--- src/rtl/int_divider_core.sv ---
// Sequential restoring integer divider: one quotient bit per clock, divide-by-zero flag, state exposed on cs.
// Define SIGNED_DIV_EN to add the sgn port and two's-complement (truncating) division.
module int_divider_core #(
  parameter int WIDTH = 8
) (
  input  logic             clk,
  input  logic             rst,
  input  logic             go,
  input  logic [WIDTH-1:0] dividend,
  input  logic [WIDTH-1:0] divisor,
`ifdef SIGNED_DIV_EN
  input  logic             sgn,
`endif
  output logic             busy,
  output logic             done,
  output logic             error,
  output logic [WIDTH-1:0] quotient,
  output logic [WIDTH-1:0] remainder,
  output logic [1:0]       cs
);

  localparam int CNT_W = $clog2(WIDTH);

  typedef enum logic [1:0] {
    IDLE = 2'd0,
    CALC = 2'd1,
    FIN  = 2'd2
  } state_t;

  state_t           state, state_next;
  logic             accept, div_zero, qbit;
  logic [WIDTH-1:0] x_q, y_q, r_q;
  logic [WIDTH-1:0] x_nxt, r_nxt;
  logic [WIDTH-1:0] dvd_mag, dvs_mag, q_fin, r_fin;
  logic [WIDTH:0]   t, diff;
  logic [CNT_W-1:0] count_q;

  assign accept   = go && (state != CALC);
  assign div_zero = (divisor == '0);
  assign cs       = state;

  // R < Y always holds, so T - Y stays below 2^WIDTH when T >= Y; bit WIDTH is the borrow
  assign t     = {r_q, x_q[WIDTH-1]};
  assign diff  = t - {1'b0, y_q};
  assign qbit  = ~diff[WIDTH];
  assign r_nxt = qbit ? diff[WIDTH-1:0] : t[WIDTH-1:0];
  assign x_nxt = {x_q[WIDTH-2:0], qbit};

`ifdef SIGNED_DIV_EN
  logic dvd_neg, dvs_neg, q_neg_q, r_neg_q;

  function automatic logic [WIDTH-1:0] neg_if(input logic [WIDTH-1:0] v, input logic neg);
    return neg ? -v : v;
  endfunction

  assign dvd_neg = sgn && ($signed(dividend) < 0);
  assign dvs_neg = sgn && ($signed(divisor) < 0);
  assign dvd_mag = neg_if(dividend, dvd_neg);
  assign dvs_mag = neg_if(divisor, dvs_neg);
  assign q_fin   = neg_if(x_nxt, q_neg_q);
  assign r_fin   = neg_if(r_nxt, r_neg_q);

  always_ff @(posedge clk or posedge rst) begin
    if (rst) begin
      q_neg_q <= 1'b0;
      r_neg_q <= 1'b0;
    end else if (accept && !div_zero) begin
      q_neg_q <= dvd_neg ^ dvs_neg;
      r_neg_q <= dvd_neg;
    end
  end
`else
  assign dvd_mag = dividend;
  assign dvs_mag = divisor;
  assign q_fin   = x_nxt;
  assign r_fin   = r_nxt;
`endif

  always_comb begin
    state_next = state;
    unique case (state)
      IDLE: if (go) state_next = div_zero ? FIN : CALC;
      CALC: if (count_q == '0) state_next = FIN;
      FIN: begin
        if (go) state_next = div_zero ? FIN : CALC;
        else    state_next = IDLE;
      end
      default: state_next = IDLE;
    endcase
  end

  always_ff @(posedge clk or posedge rst) begin
    if (rst) begin
      state <= IDLE;
      busy  <= 1'b0;
      done  <= 1'b0;
    end else begin
      state <= state_next;
      busy  <= (state_next == CALC);
      done  <= (state_next == FIN);
    end
  end

  // Operand latch, iteration and result capture on the final CALC edge
  always_ff @(posedge clk or posedge rst) begin
    if (rst) begin
      x_q       <= '0;
      y_q       <= '0;
      r_q       <= '0;
      count_q   <= '0;
      error     <= 1'b0;
      quotient  <= '0;
      remainder <= '0;
    end else if (accept) begin
      if (div_zero) begin
        error     <= 1'b1;
        quotient  <= '1;
        remainder <= dividend;
      end else begin
        x_q     <= dvd_mag;
        y_q     <= dvs_mag;
        r_q     <= '0;
        count_q <= CNT_W'(WIDTH - 1);
        error   <= 1'b0;
      end
    end else if (state == CALC) begin
      x_q <= x_nxt;
      r_q <= r_nxt;
      if (count_q == '0) begin
        quotient  <= q_fin;
        remainder <= r_fin;
      end else begin
        count_q <= count_q - CNT_W'(1);
      end
    end
  end

endmodule
--- config.mk ---
export PLATFORM = sky130hd
export DESIGN_NAME = int_divider_core
export DESIGN_NICKNAME = d
export VERILOG_FILES = /design/src/rtl/int_divider_core.sv
export SDC_FILE = /design/constraint.sdc
export NUM_CORES = 1
export LEC_CHECK = 0
export BUFFER_PORTS_ARGS = -buffer_cell sky130_fd_sc_hd__buf_4
export CORE_UTILIZATION = 25
export CTS_CLUSTER_SIZE = 20
export DETAILED_ROUTE_END_ITERATION = 8
export GPL_TIMING_DRIVEN = 0
export HOLD_SLACK_MARGIN = 0.15
export PLACE_DENSITY = 0.4
export SLEW_MARGIN = 20
export SYNTH_ARGS = -nofsm -noshare
export SYNTH_HDL_FRONTEND = slang
export SYNTH_SLANG_ARGS = --single-unit
export TNS_END_PERCENT = 100
--- constraint.sdc ---
create_clock -name clk -period 2.7 [get_ports clk]
set_input_delay 0.54 -clock clk [delete_from_list [all_inputs] [get_ports clk]]
set_output_delay 0.54 -clock clk [all_outputs]
set_load 0.02 [all_outputs]
After elaboration in Yosys (flattened, before gate mapping) --
Index checks and enable logic that the tools add are counted.
Word-level totals: word-level logic and storage cells 57, register bits 48, output and inout port bits 21, input bits 19
Operators by class: bitwise gates (word level) 2, reductions and logical operators 10, muxes and demuxes 25, equal/unequal tests 8, add/subtract/negate cells 2
Operators by type and width (number):
- $mux W8 | 15
- $mux W3 | 4
- $sub A9 B8 Y9 | 1
- $logic_not A8 Y1 | 1
- $mux W2 | 4
- $pmux W2 S3 | 1
- $reduce_and A3 Y1 | 2
- $eq A2 B1 Y1 const B | 2
- $eq A2 B2 Y1 const B | 2
- $ne A2 B1 Y1 const B | 2
- $ne A2 B2 Y1 const B | 2
- $reduce_and A2 Y1 | 2
- $reduce_bool A2 Y1 | 2
- $logic_not A3 Y1 | 1
- $sub A3 B1 Y3 const B | 1
- $logic_not A2 Y1 | 1
- $not A1 Y1 | 2
- $logic_and A1 B1 Y1 | 1
- $mux W1 | 1

Depth between registers and ports, before layout --
depth in word-level cells 5, depth in mapped cells 11, gate-level depth less buffers 10

Worst setup path before layout --
No wires, ideal clock.
path kind reg-to-reg, start register x_q[7], end register remainder[5], library setup time 0.138 ns, data arrival time 2.166 ns, period minus slack after synthesis 2.304 ns, cell stages (with the launch flop) 12, path buffers 1, data required time 2.562 ns, slack 0.396 ns, path through dfrtp_1 -> inv_1 -> ha_1 -> inv_1 -> fa_1 -> a211oi_2 -> nor3_2 -> mux2i_1 -> o2111a_2 -> buf_6 -> mux2i_1 -> o22ai_1
On the way: cells in the longest elaborated chain, start to end 5
Ends and longest elaborated chain:
- from (decl) | line 32 | logic [WIDTH-1:0] x_q, y_q, r_q;
- from (signal assigned) | line 120 | x_q <= dvd_mag;
- from (signal assigned) | line 127 | x_q <= x_nxt;
- $sub A9 B8 Y9 | line 44 | assign diff = t - {1'b0, y_q};
- $mux W8 | line 46 | assign r_nxt = qbit ? diff[WIDTH-1:0] : t[WIDTH-1:0];
- $mux W8 | line 129 | if (count_q == '0) begin
- $mux W8 | line 126 | end else if (state == CALC) begin
- $mux W8 | line 114 | end else if (accept) begin
- to (signal assigned) | line 118 | remainder <= dividend;
- to (signal assigned) | line 131 | remainder <= r_fin;
- to (decl) | line 18 | output logic [WIDTH-1:0] remainder,
No other way between the ends. The select of a mux whose other input is x is not followed. A chain may end at the register's enable or synchronous reset.

Worst setup path in the final report --
start register x_q[7], end register remainder[7]
The elaborated chain is that of the path after synthesis.

==> results.md <==
- Outcome: finished, final reports clean
- Vias in the first global route: 1,973
- Post-route insts no fill: 447
- Syn_nets: between 200 and 300
- Fillcell total: 1,029
- Worst slew margin: about three fifths
- CTS root buf: clkbuf_8
- Avg WL per Cell: roughly 16 um
- CTS Buf Count: 5
- Placed Area: about 3000 sq um
- Post-synthesis cell count: 263
- Setup TNS: 0 ns
- DRT iter0 DRCs: around 100
- Port bufs: 39
- Final instance area: between 3000 and 4000 sq um
- Drt drc: 0
- Fin crit period: roughly 2.6 ns
- Worst Max-Slew Pin Slew: about 0.62 ns
- Hold_buf cts: 0
- FF+latch area: approximately 1200 sq um
- Syn avg cell area: ~10 sq um
- CTS tree: yes
- Worst vdd ir: 487.1 uV
- Syn. warnings: 0
- Crit path kind: reg -> reg
- First-pass GRT wire length: roughly 11,000 um
- Met1 usage: between 20% and 30%
- Critical Path Source Type: register
- GRT met3 Usage: roughly 2.5%
- Total grt overflow: 0
- GP Congestion: about 0.71
- Global Route met2 Usage: between 20% and 30%
- Setup WS pre-CTS: -0.002886 ns
- Setup-failing EPs final: 0
- # diodes: 0
- Area delta synth->final: 26.99%
- Initial core utilization: between 20% and 30%
- Max Cap Viol: 0
- Hold_ws: between 0.3 and 0.4 ns
- Die X: slightly above 100 um
- Tot GR Track Use: around 14%
- CP Max Fanout: 3
- Max Fclk: just under 400 MHz
- Synth cell types: 43
- H-tree depth: 2
- Tcrit/Tclk final: a little over nine tenths
- Die height: roughly 100 um
- # clock sinks: 48
- Final Util: roughly a third
- Multi-input gate area: ~1300 sq um
- DRT Pass-1 Iters: 4
- Synth Register Bits: 48
- Post-route setup slack: roughly 0.11 ns
- HPWL Detailed: 5132 um
- Area of the mapped netlist: ~2600 sq um
- Clock Tree Buf Depth: 2
- Worst-skew pair later-pin latency: ~0.31 ns
- Final nets: 344
- # rows: 36
- Final Hold Viols: 0
- Core area: approximately 9900 sq um
- Largest net degree at the start of global routing: 49
- Worst EP arrival: about 2.8 ns
- Via density: roughly 4.6
- Vias: 2,045
- Worst Skew: between 0.009 and 0.01 ns
- Tot Pwr: 4.796 mW
- Routed Antenna Nets: 0
- Max-slew violation count: 0
- Placed Cells: roughly 440
- CP required: just under 3 ns
- Sequential share of the synthesized area: 46.94%
- Clock transition at path regs: about 0.1 ns
- Leak: around 1.5 nW
- Die Area: ~11,000 sq um
- Initial antenna violation count: 0
- Worst min path class: in -> async
- Io pins: 40
- Final WL: 6953 um
- PwrDens: 1476 nW/um^2
- Fraction of layout instances using a drive strength above 1: 25.48%
- Busiest grt layer: met2
- CP endpoint kind: register
synthesized netlist by cell type (all sizes together):
cell type | number | share of area [%]
dfrtp | 48 | 47
nand2 | 47 | 6.9
o21ai | 36 | 7.0
mux2i | 22 | 8.6
inv | 14 | 2.1
ha | 10 | 4.9
nor2 | 10 | 1.5
buf | 7 | 1.6
nand3 | 7 | 1.6
o22ai | 7 | 1.7
a21oi | 6 | 1.6
nand2b | 5 | 1.2
a21o | 4 | 1.2
a22oi | 3 | 0.88
clkbuf | 3 | 0.44
mux2 | 3 | 1.3
or2 | 3 | 0.73
xor2 | 3 | 1.0
a211oi | 2 | 0.78
and2 | 2 | 0.49
and2b | 2 | 0.59
nor3 | 2 | 0.78
nor4 | 2 | 0.98
or4 | 2 | 0.59
xnor2 | 2 | 0.68
a22o | 1 | 0.34
a31oi | 1 | 0.24
a32oi | 1 | 0.34
and3 | 1 | 0.24
fa | 1 | 0.78
nor2b | 1 | 0.24
nor3b | 1 | 0.29
o2111a | 1 | 0.49
o2111ai | 1 | 0.34
o21a | 1 | 0.29
o21bai | 1 | 0.29
where the power goes:
part           internal (mW)  switching (mW)  leakage, nW
clock network          0.365           0.261       0.0642
registers               1.05           0.245        0.565
logic                   1.35            1.52        0.866
total                   2.77            2.03         1.49
worst paths after layout:
kind,from,to,slack [ns],depth (start not counted)
min in group clk,divisor[6],y_q[6],0.44,3
worst max-delay path,x_q[7],remainder[7],0.11,11
worst min register to register,count_q[0],count_q[0],0.48,1
worst max register to register,x_q[7],remainder[7],0.11,11
worst min-delay path,rst,quotient[6],0.31,2
max in group asynchronous,rst,r_q[6],1.97,2
worst max-delay path: stages (launching register included):
cell      delay [ns]
dfrtp_1         0.40
inv_2           0.06
ha_2            0.17
inv_1           0.06
fa_2            0.41
a211oi_4        0.30
nor3_2          0.07
mux2i_1         0.12
o2111a_2        0.17
buf_4           0.15
or4_1           0.52
nand3_1         0.09
per-layer routing:
metal,wire [um],up-vias
met5,0,-
met4,64,0
met3,248,7
met2,3122,47
met1,3518,978
li1,-,1013
state kept, by name, summed over array words and instances, names as in the netlist, 2 cells and up:
name       flops
count_q        3
cs             2
quotient       8
r_q            8
remainder      8
x_q            8
y_q            8
cells by family after synthesis:
| group | after synthesis | synth area share [%] |
|---|---|---|
| muxes | 25 | 9.927 |
| DFF | 48 | 46.94 |
| xor gates and xnor gates | 5 | 1.712 |
| adders and majority gates | 11 | 5.672 |
| buffers and inverters | 24 | 4.058 |
| and+or+nand+nor | 85 | 16.09 |
| AOI/OAI and AO/OA | 65 | 15.60 |
timing repair:
action                                  CTS  global route
cloned                                    0             0
resized for setup                         2            11
hold endpoints to repair                  0             0
pin swaps                                 0             5
buffers inserted                          0             5
endpoints found under the setup margin    2            15
cells in the final DEF (no fill, tap or decap), types with 2 or more instances in the layout:
cell type,n
a22oi_1,3
clkbuf_1,3
and2_1,2
and2b_1,2
clkbuf_8,5
nand2b_1,5
buf_4,44
ha_1,9
or4_1,2
mux2i_4,3
xnor2_1,2
bufinv_16,2
dfrtp_1,48
or2_2,3
a21oi_1,5
o21ai_1,5
o22ai_1,7
nor4_2,2
nor3_2,2
mux2i_1,18
nand2_1,47
nor2_1,10
inv_1,12
buf_2,5
mux2_2,3
o21ai_0,31
a21o_1,3
nand3_1,6
xor2_1,3
final cells by class:
type	instances	area share, %
clock inverters	2	1.848
repair buffers	44	10.17
multi-input cells	191	40.24
inverters	14	1.694
flip-flops and latches	48	36.97
clock buffers	5	2.118
well taps	133	5.121
plain buffers	10	1.848
(Power assumes the default switching activity.)
